<file path="src/rtl/cycpuf_pkg.sv">
// Shared types, constants and helpers for the CycPUF challenge/response driver.
package cycpuf_pkg;

   typedef enum logic [1:0] {
      IDLE   = 2'd0,
      APPLY  = 2'd1,
      SAMPLE = 2'd2,
      RESULT = 2'd3
   } crp_state_e;

   localparam int SYNC_DEPTH = 2;

   // Galois feedback masks for maximal-length LFSRs; bit k set means tap x^(k+1).
   function automatic logic [31:0] lfsr_taps(input int width);
      logic [31:0] taps;
      case (width)
         8:       taps = 32'h0000_00B8;
         9:       taps = 32'h0000_0110;
         10:      taps = 32'h0000_0240;
         11:      taps = 32'h0000_0500;
         12:      taps = 32'h0000_0829;
         13:      taps = 32'h0000_100D;
         14:      taps = 32'h0000_2015;
         15:      taps = 32'h0000_6000;
         16:      taps = 32'h0000_D008;
         17:      taps = 32'h0001_2000;
         18:      taps = 32'h0002_0400;
         19:      taps = 32'h0004_0023;
         20:      taps = 32'h0009_0000;
         21:      taps = 32'h0014_0000;
         22:      taps = 32'h0030_0000;
         23:      taps = 32'h0042_0000;
         24:      taps = 32'h00E1_0000;
         25:      taps = 32'h0120_0000;
         26:      taps = 32'h0200_0023;
         27:      taps = 32'h0400_0013;
         28:      taps = 32'h0900_0000;
         29:      taps = 32'h1400_0000;
         30:      taps = 32'h2000_0029;
         31:      taps = 32'h4800_0000;
         32:      taps = 32'h8020_0003;
         default: taps = 32'h0000_0000;
      endcase
      return taps;
   endfunction

   // A bit votes 1 when its ones-count strictly exceeds this value.
   function automatic int maj_threshold(input int num_samples);
      return num_samples / 2;
   endfunction

endpackage

</file>
<file path="src/rtl/cycpuf_vote_acc.sv">
// Per-bit ones-counters with clear/enable; vote and unstable outputs already
// include the sample presented this cycle so the final edge can register them.
module cycpuf_vote_acc
   import cycpuf_pkg::*;
#(
   parameter int W = 15,
   parameter int N = 5
) (
   input  logic         clk,
   input  logic         rst_n,
   input  logic         clr,
   input  logic         en,
   input  logic [W-1:0] sample,
   output logic [W-1:0] vote,
   output logic [W-1:0] unstable
);
   localparam int            CW  = $clog2(N + 1);
   localparam logic [CW-1:0] THR = CW'(maj_threshold(N));
   localparam logic [CW-1:0] ALL = CW'(N);

   genvar gi;
   generate
      for (gi = 0; gi < W; gi++) begin : g_bit
         logic [CW-1:0] ones_q, ones_d, ones_incl;

         assign ones_incl = ones_q + CW'(sample[gi]);

         always_comb begin
            ones_d = ones_q;
            if (clr) begin
               ones_d = '0;
            end else if (en) begin
               ones_d = ones_incl;
            end
         end

         always_ff @(posedge clk or negedge rst_n) begin
            if (!rst_n) begin
               ones_q <= '0;
            end else begin
               ones_q <= ones_d;
            end
         end

         assign vote[gi]     = ones_incl > THR;
         assign unstable[gi] = (ones_incl != '0) && (ones_incl != ALL);
      end
   endgenerate

endmodule

</file>
<file path="src/rtl/cycpuf_crp_driver.sv">
// CycPUF initiator: applies a challenge, waits to settle, majority-votes repeated
// response samples. Define CYCPUF_LFSR_CHAL_EN to add LFSR self-launched challenges.
module cycpuf_crp_driver
   import cycpuf_pkg::*;
#(
   parameter int CHAL_W      = 15,
   parameter int SETTLE_CYC  = 8,
   parameter int NUM_SAMPLES = 5,
   parameter int LFSR_SEED   = 1
) (
   input  logic              clk,
   input  logic              rst_n,
`ifdef CYCPUF_LFSR_CHAL_EN
   input  logic              auto_en,
`endif
   input  logic              chal_valid,
   output logic              chal_ready,
   input  logic [CHAL_W-1:0] chal_data,
   output logic [CHAL_W-1:0] puf_chal,
   input  logic [CHAL_W-1:0] puf_resp,
   output logic              rsp_valid,
   input  logic              rsp_ready,
   output logic [CHAL_W-1:0] rsp_data,
   output logic [CHAL_W-1:0] rsp_unstable,
   output logic [CHAL_W-1:0] rsp_chal,
   output logic              busy
);
   localparam int               CNT_MAX     = (SETTLE_CYC > NUM_SAMPLES) ? SETTLE_CYC : NUM_SAMPLES;
   localparam int               CNT_W       = $clog2(CNT_MAX + 1);
   localparam logic [CNT_W-1:0] SETTLE_LAST = CNT_W'(SETTLE_CYC - 1);
   localparam logic [CNT_W-1:0] SAMPLE_LAST = CNT_W'(NUM_SAMPLES - 1);

   crp_state_e                       state_q, state_d;
   logic [CNT_W-1:0]                 cnt_q, cnt_d;
   logic [CHAL_W-1:0]                puf_chal_q, puf_chal_d;
   logic [CHAL_W-1:0]                rsp_chal_q, rsp_chal_d;
   logic [CHAL_W-1:0]                rsp_data_q, rsp_data_d;
   logic [CHAL_W-1:0]                rsp_unst_q, rsp_unst_d;
   logic                             rsp_valid_q, rsp_valid_d;
   logic [SYNC_DEPTH-1:0][CHAL_W-1:0] sync_q;
   logic                             acc_clr, acc_en;
   logic [CHAL_W-1:0]                vote, unstable;
   logic                             launch;
   logic [CHAL_W-1:0]                launch_chal;

`ifdef CYCPUF_LFSR_CHAL_EN
   localparam logic [CHAL_W-1:0] TAPS = CHAL_W'(lfsr_taps(CHAL_W));
   logic [CHAL_W-1:0] lfsr_q, lfsr_d;
   logic              auto_go;

   // External challenges win; the LFSR only advances when it is actually used.
   assign auto_go     = (state_q == IDLE) && auto_en && !chal_valid;
   assign launch      = (state_q == IDLE) && (chal_valid || auto_en);
   assign launch_chal = chal_valid ? chal_data : lfsr_q;
   assign lfsr_d      = auto_go ? ({1'b0, lfsr_q[CHAL_W-1:1]} ^ (lfsr_q[0] ? TAPS : '0)) : lfsr_q;

   always_ff @(posedge clk or negedge rst_n) begin
      if (!rst_n) begin
         lfsr_q <= CHAL_W'(LFSR_SEED);
      end else begin
         lfsr_q <= lfsr_d;
      end
   end
`else
   logic unused_seed;
   assign unused_seed = ^LFSR_SEED;
   assign launch      = (state_q == IDLE) && chal_valid;
   assign launch_chal = chal_data;
`endif

   // puf_resp comes from an unclocked array, so it is resynchronized before use.
   always_ff @(posedge clk or negedge rst_n) begin
      if (!rst_n) begin
         sync_q <= '0;
      end else begin
         sync_q[0] <= puf_resp;
         for (int i = 1; i < SYNC_DEPTH; i++) begin
            sync_q[i] <= sync_q[i-1];
         end
      end
   end

   cycpuf_vote_acc #(
      .W (CHAL_W),
      .N (NUM_SAMPLES)
   ) u_vote_acc (
      .clk      (clk),
      .rst_n    (rst_n),
      .clr      (acc_clr),
      .en       (acc_en),
      .sample   (sync_q[SYNC_DEPTH-1]),
      .vote     (vote),
      .unstable (unstable)
   );

   always_comb begin
      state_d     = state_q;
      cnt_d       = cnt_q;
      puf_chal_d  = puf_chal_q;
      rsp_chal_d  = rsp_chal_q;
      rsp_data_d  = rsp_data_q;
      rsp_unst_d  = rsp_unst_q;
      rsp_valid_d = rsp_valid_q;
      acc_clr     = 1'b0;
      acc_en      = 1'b0;
      unique case (state_q)
         IDLE: begin
            if (launch) begin
               puf_chal_d = launch_chal;
               rsp_chal_d = launch_chal;
               cnt_d      = '0;
               acc_clr    = 1'b1;
               state_d    = APPLY;
            end
         end
         APPLY: begin
            if (cnt_q == SETTLE_LAST) begin
               cnt_d   = '0;
               state_d = SAMPLE;
            end else begin
               cnt_d = cnt_q + CNT_W'(1);
            end
         end
         SAMPLE: begin
            acc_en = 1'b1;
            if (cnt_q == SAMPLE_LAST) begin
               rsp_data_d  = vote;
               rsp_unst_d  = unstable;
               rsp_valid_d = 1'b1;
               cnt_d       = '0;
               state_d     = RESULT;
            end else begin
               cnt_d = cnt_q + CNT_W'(1);
            end
         end
         RESULT: begin
            if (rsp_ready) begin
               rsp_valid_d = 1'b0;
               state_d     = IDLE;
            end
         end
         default: state_d = IDLE;
      endcase
   end

   always_ff @(posedge clk or negedge rst_n) begin
      if (!rst_n) begin
         state_q     <= IDLE;
         cnt_q       <= '0;
         puf_chal_q  <= '0;
         rsp_chal_q  <= '0;
         rsp_data_q  <= '0;
         rsp_unst_q  <= '0;
         rsp_valid_q <= 1'b0;
      end else begin
         state_q     <= state_d;
         cnt_q       <= cnt_d;
         puf_chal_q  <= puf_chal_d;
         rsp_chal_q  <= rsp_chal_d;
         rsp_data_q  <= rsp_data_d;
         rsp_unst_q  <= rsp_unst_d;
         rsp_valid_q <= rsp_valid_d;
      end
   end

   assign chal_ready   = (state_q == IDLE);
   assign busy         = (state_q != IDLE);
   assign puf_chal     = puf_chal_q;
   assign rsp_chal     = rsp_chal_q;
   assign rsp_data     = rsp_data_q;
   assign rsp_unstable = rsp_unst_q;
   assign rsp_valid    = rsp_valid_q;

endmodule

</file>
<file path="config.mk">
export PLATFORM = sky130hd
export DESIGN_NAME = cycpuf_crp_driver
export DESIGN_NICKNAME = d
export VERILOG_FILES = /design/src/rtl/cycpuf_pkg.sv /design/src/rtl/cycpuf_vote_acc.sv /design/src/rtl/cycpuf_crp_driver.sv
export SDC_FILE = /design/constraint.sdc
export NUM_CORES = 1
export LEC_CHECK = 0
export CELL_PAD_IN_SITES_DETAIL_PLACEMENT = 1
export CELL_PAD_IN_SITES_GLOBAL_PLACEMENT = 1
export CORE_MARGIN = 3
export CORE_UTILIZATION = 45
export CTS_CLUSTER_DIAMETER = 60
export DETAILED_ROUTE_END_ITERATION = 10
export PLACE_DENSITY_LB_ADDON = 0.15
export RECOVER_POWER = 100
export SETUP_SLACK_MARGIN = 0.15
export SLEW_MARGIN = 10
export SYNTH_ARGS = -nofsm -noshare
export SYNTH_HDL_FRONTEND = slang
export SYNTH_SLANG_ARGS = --single-unit
</file>
<file path="constraint.sdc">
create_clock -name clk -period 2.25 [get_ports clk]
set_input_delay 0.225 -clock clk [delete_from_list [all_inputs] [get_ports clk]]
set_output_delay 0.225 -clock clk [all_outputs]
set_load 0.02 [all_outputs]
</file>
==> results_dict.tcl <==
set metrics [dict create \
    status "finished clean" \
    core_area_um2 12110 \
    viasPerCell 4.932 \
    period_share_pct 84.22 \
    vias 3684 \
    powerDensity_nw_per_um2 1466 \
    post_cts_buffers 0 \
    synth_area_leaders "dfrtp_1, ha_1, xor2_1" \
    netlist_instances 478 \
    syn-mean-instance-area_um2 11.77 \
    h-tree-depth 4 \
    cts_root_buf "clkbuf_16" \
    drtAntennaViolNets 0 \
    fin_crit_ps 1895 \
    clockBufferDepth 2 \
    cts_tree "yes" \
    ff2ff_path_depth 6 \
    path_class "register to register" \
    worstPathMaxFanout 6 \
    fin_skew_ps 5.957 \
    initial_core_util_pct 46.44 \
    worstSkewPairLatency_ps 410 \
    wl_um 12020 \
    hold-path-endpoint "sync_q[16]$_DFF_PN0_" \
    start_kind "register" \
    drt_pass1_iterations 4 \
    clkTransAtPathRegs_ps 50 \
    clock_sinks 127 \
    finalHoldViolations 0 \
    synth_area_um2 5624 \
    fp-row-count 40 \
    synth_edf_count 0 \
    ir_worst_vdd_v 0.0007550 \
    synth_nets 550 \
    reg2reg_to "cnt_q[2]$_DFFE_PN0P_" \
    yosysTopAreaCell "dfrtp_1" \
    ys_warn_count 0 \
    cts_buffers 17 \
    dpl.hpwl_um 8299 \
    syn2layout_area_growth_pct 27.14 \
    reg2reg_slack_ps 360 \
    whs_path_depth 0 \
    setup_viol 0 \
    die_h_um 117.8 \
    totalNegativeSetupSlack_ps 0 \
    place_congestion 0.7628 \
    port_buffers 96 \
    drtIter0Drc 121 \
    p_leak_uw 0.003445 \
    diodes 0 \
    critPathArrivalTime_ps 2190 \
    utilization_pct 59.04 \
    cp.required_ps 2540 \
    max-slew-margin-rel_pct 34.58 \
    layout.nets 640 \
    drv_cap 0 \
    gr-total-overflow 0 \
    grt_pass1_wl_um 21070 \
    yosys.area.top_type_share_pct 56.51 \
    synthFlopType "dfrtp_1" \
    drive_gt1_share_pct 8.981 \
    min_path_type "register to register" \
    tightest_slew_ps 981.3 \
    critPathCaptureType "register" \
    synth.ff_latch_count 127 \
    r2r-start "state_q[0]$_DFFE_PN0P_" \
    antenna_found_initial 0 \
    slew_viol_final 0 \
    ios 97 \
    hold_ws_ps 346.2 \
    yosysSeqAreaShare_pct 56.51 \
    async_reset_ff_share_pct 100.0 \
    die_x_um 117.8 \
    detail_route.wl_per_cell_um 16.09 \
    grt_pass1_vias 4283 \
    track_usage_pct 19.08 \
    fmax_mhz 527.7 \
    grt_max_degree 51 \
    drc_errors 0 \
    yosysUniqueCellTypes 32 \
    die_area_um2 13880 \
    worstHoldStart "sync_q[1]$_DFF_PN0_" \
    rsz0062_at_grt "false" \
]
layout by cell type (no fill, tap or decap), types with 9 or more instances in the layout:
cell and n:
mux2_2 14, ha_1 37, clkbuf_1 9, a21oi_1 17, mux2i_1 30, dlygate4sd3_1 77, o21ai_0 33, xor2_1 45
clkdlybuf4s50_1 17, dfrtp_1 127, nand2_1 52, nor2_1 61, clkbuf_16 17
kinds of logic after synthesis:
| group | after synthesis | synth area share (%) |
|---|---|---|
| flip-flops | 127 | 56.51 |
| AND/OR/NAND/NOR | 126 | 9.455 |
| AO/OA/AOI/OAI | 56 | 5.362 |
| multiplexers | 46 | 8.676 |
| XOR/XNOR | 45 | 7.008 |
| buffers and inverters | 40 | 4.538 |
| adder cells (fa/ha/maj) | 38 | 8.454 |
through the flow:
step	instances	setup slack [ps]	total power, uW	instance area (um^2)
global route	747	172.9	11290	7151
CTS	747	408.7	10890	7169
detailed placement	716	424.2	8385	6648
floorplan	478	550.8	6729	5624
global placement	716	551.7	8132	6648
finish	747	355.1	10480	7151
layout make-up:
class,count,area (um^2)
sequential,127,3178
tap,168,210.2
timing repair buffer,105,1044
multi-input combinational,311,2182
inverter,6,22.52
fill,1258,4961
clock buffer,30,514.2
synth_stat cells (2+ instances only):
master    instances
inv_1             6
nor2_1           61
xor2_1           45
nand3b_1          3
mux2_4            2
ha_1             38
buf_2             9
clkbuf_1          3
o21ai_0          33
dfrtp_1         127
buf_6             3
mux2_2           14
nand2_1          52
mux2i_1          30
buf_4            19
a21oi_1          17
registers in the layout (all words and copies together) (netlist names):
signal / count
rsp_valid: 1
rsp_data: 15
rsp_unstable: 15
cnt_q: 4
u_vote_acc.g_bit.ones_q: 45
sync_q: 30
state_q: 2
rsp_chal: 15
repair_timing:
| item | CTS | global route |
|---|---|---|
| endpoints found under the hold margin | 35 | 0 |
| gates resized for setup | 2 | 0 |
| setup endpoints to repair | 2 | 0 |
| hold buffers | 1 | 0 |
worst max path at each step:
stage	startpoint	end	slack [ps]	cells past startpoint
floorplan	state_q[0]$_DFFE_PN0P_	rsp_chal[10]$_DFFE_PN0P_	550	6
global placement	state_q[0]$_DFFE_PN0P_	u_vote_acc.g_bit[8].ones_q[2]$_DFFE_PN0P_	550	6
detailed placement	state_q[0]$_DFFE_PN0P_	u_vote_acc.g_bit[4].ones_q[2]$_DFFE_PN0P_	420	6
CTS	state_q[0]$_DFFE_PN0P_	u_vote_acc.g_bit[8].ones_q[2]$_DFFE_PN0P_	410	6
global route	state_q[0]$_DFFE_PN0P_	cnt_q[2]$_DFFE_PN0P_	170	6
finish	state_q[0]$_DFFE_PN0P_	cnt_q[2]$_DFFE_PN0P_	360	6
layer usage:
layer	share of wire, %	track usage (%)	vias up
met1	44	22.82	1834
met5	0	0	-
met2	51	32.59	78
met4	1.8	7.106	0
met3	4.0	5.670	18
li1	-	-	1754
worst max-delay path, cell delays in order (launching register included):
cell     delay (ps)
dfrtp_1         410
inv_1           150
ha_1            240
nor2b_1         270
or2_0           320
o22ai_1         140
a22o_2          230
where the power goes:
group          leakage (uW)  switching (uW)  internal, uW
Combinational       0.00167            2520          1980
Sequential          0.00152             511          3070
Clock              0.000249             885          1510
(Power assumes the default switching activity.)
==> edit (config.mk and constraints unchanged) <==
Add a define of `CYCPUF_LFSR_CHAL_EN`.
--- a/src/rtl/cycpuf_crp_driver.sv
+++ b/src/rtl/cycpuf_crp_driver.sv
@@ -1,5 +1,7 @@
 // CycPUF initiator: applies a challenge, waits to settle, majority-votes repeated
 // response samples. Define CYCPUF_LFSR_CHAL_EN to add LFSR self-launched challenges.
+`define CYCPUF_LFSR_CHAL_EN
+
 module cycpuf_crp_driver
    import cycpuf_pkg::*;
 #(
Ports: changed (added auto_en); port bits go from 97 to 98. No check against the original RTL was run, so the function may have changed too.
==> edit against the unedited design <==
Power rose by 0.72%; final area rose by 11%; sequential cell count rose by 15; worst setup slack got worse by 0.13 ns; wire length rose by 17%; synthesized area rose by 11%; die area rose by 11%; sequential share of layout area rose by 0.32 points; clock skew rose by 0.0023 ns; via count rose by 14%; global-route usage rose by 0.69 points; hold slack barely moved.
==> edit: results (changes against the unedited design) <==
Finish
  – Fillers: 1451 (was 1258)
  – Fin cells: 825 (was 747)
  – Layout net count: 709 (was 640)
  – Layout cells sized above 1: 9.245% (was 8.981%)

Placement
  – Port Buf Inserts: 97 (was 96)
  – Inst Count DP: 792 (was 716)
  – GPL Wtd Cong: 0.7444 (was 0.7628)
  – Post-DP HPWL: 9341 um (was 8299 um)
  – Placed inst area: 7366 um2 (was 6648 um2)

Pwr
  – Leak pwr: 3.953 nW (was 3.445 nW)
  – Max VDD drop: 0.6125 mV (was 0.7550 mV)

Route
  – Met3 wire len: 478 um (was 477 um)
  – DRT met1 WL: 5844 um (was 5238 um)
  – DRT iter0 DRCs: 225 (was 121)
  – Wire length on met2: 7389 um (was 6088 um)
  – DRT Wirelength: 14010 um (was 12020 um)
  – Vias: 4199 (was 3684)

Logic synthesis
  – Syn_nets: 619 (was 550)
  – Seq/Total Area, Yosys: 56.70% (was 56.51%)
  – Most frequent cells after synthesis: dfrtp_1, nand2_1, nor2_1, o21ai_0, mux2i_1 (was dfrtp_1, nor2_1, nand2_1, xor2_1, ha_1)

Global routing
  – First-pass GRT wire length: 23230 um (was 21070 um)
  – Vias in the first global route: 4655 (was 4283)
  – Aggregate global-route resource usage: 19.77% (was 19.08%)

Timing
  – Max transition margin: 31.57% (was 34.58%)
  – Setup Skew: 0.008277 ns (was 0.005957 ns)

Status
  – Status: finished, final reports clean (unchanged)
-- edit: stage by stage --
| step | utilization (%) | hold WS (ns) | setup WS, ns | power, mW |
|---|---|---|---|---|
| 6_report | 59.03 | 0.3466 | 0.2296 | 10.56 |
| 3_5_place_dp | 54.75 | 0.2953 | 0.3998 | 7.964 |
| 5_1_grt | 59.03 | 0.3339 | 0.1165 | 11.28 |
| 4_1_cts | 59.34 | 0.2129 | 0.2031 | 10.95 |
| 3_3_place_gp | 54.75 | 0.2841 | 0.5129 | 7.729 |
| 2_1_floorplan | - | -0.07059 | 0.4231 | 6.299 |
-- edit: repair_timing --
action                                 in CTS  in global routing
pin swaps                                   0                  0
gates resized for setup                     2                  1
endpoints found under the hold margin      66                  0
hold buffers                                1                  0
setup endpoints to repair                   2                  1
-- edit: critical path, cell delays in order, from the launching register on --
cell           delay (ns)
dfrtp_1              0.42
inv_1                0.17
ha_1                 0.32
inv_1                0.13
dlygate4sd2_1        0.34
-- edit: logic make-up after synthesis --
| kind of cell | synth area share, % |
|---|---|
| AOI/OAI and AO/OA | 6.346 |
| xor gates and xnor gates | 6.426 |
| adders and majority gates | 7.583 |
| buffers and inverters | 3.852 |
| DFF | 56.70 |
| muxes | 10.10 |
| and+or+nand+nor | 9.000 |
-- edit: path summary, 6_finish.rpt --
check	from	to	slack [ns]	cells past startpoint
setup / recovery	state_q[0]	busy	0.23	4
hold / removal	sync_q[3]	sync_q[18]	0.35	0
setup reg to reg	state_q[0]	u_vote_acc.g_bit[6].ones_q[2]	0.32	6
hold reg to reg	sync_q[3]	sync_q[18]	0.35	0
max in group asynchronous	rst_n	rsp_unstable[14]	0.50	3
min in group asynchronous	rst_n	u_vote_acc.g_bit[2].ones_q[2]	0.38	2
-- edit: final cells by class --
type / count / area share [%]
well taps: 176 / 2.773
clock inverters: 10 / 1.702
repair buffers: 108 / 13.22
clock buffers: 22 / 5.971
multi-input cells: 359 / 31.20
inverters: 8 / 0.3781
flip-flops and latches: 142 / 44.76
-- edit: routing by layer --
layer  track usage, %  vias up
met3            5.223       25
met1            23.03     2103
li1                 -     1998
met2            34.34       73
met4            8.556        0
met5                0        -
-- edit: power groups by stage --
stage	combinational, mW	sequential, mW	clock [mW]
finish	4.04	3.62	2.89
detailed placement	4.28	3.68	0
CTS	4.34	3.66	2.95
global route	4.47	3.72	3.09
global placement	4.10	3.63	0
floorplan	2.26	4.04	0
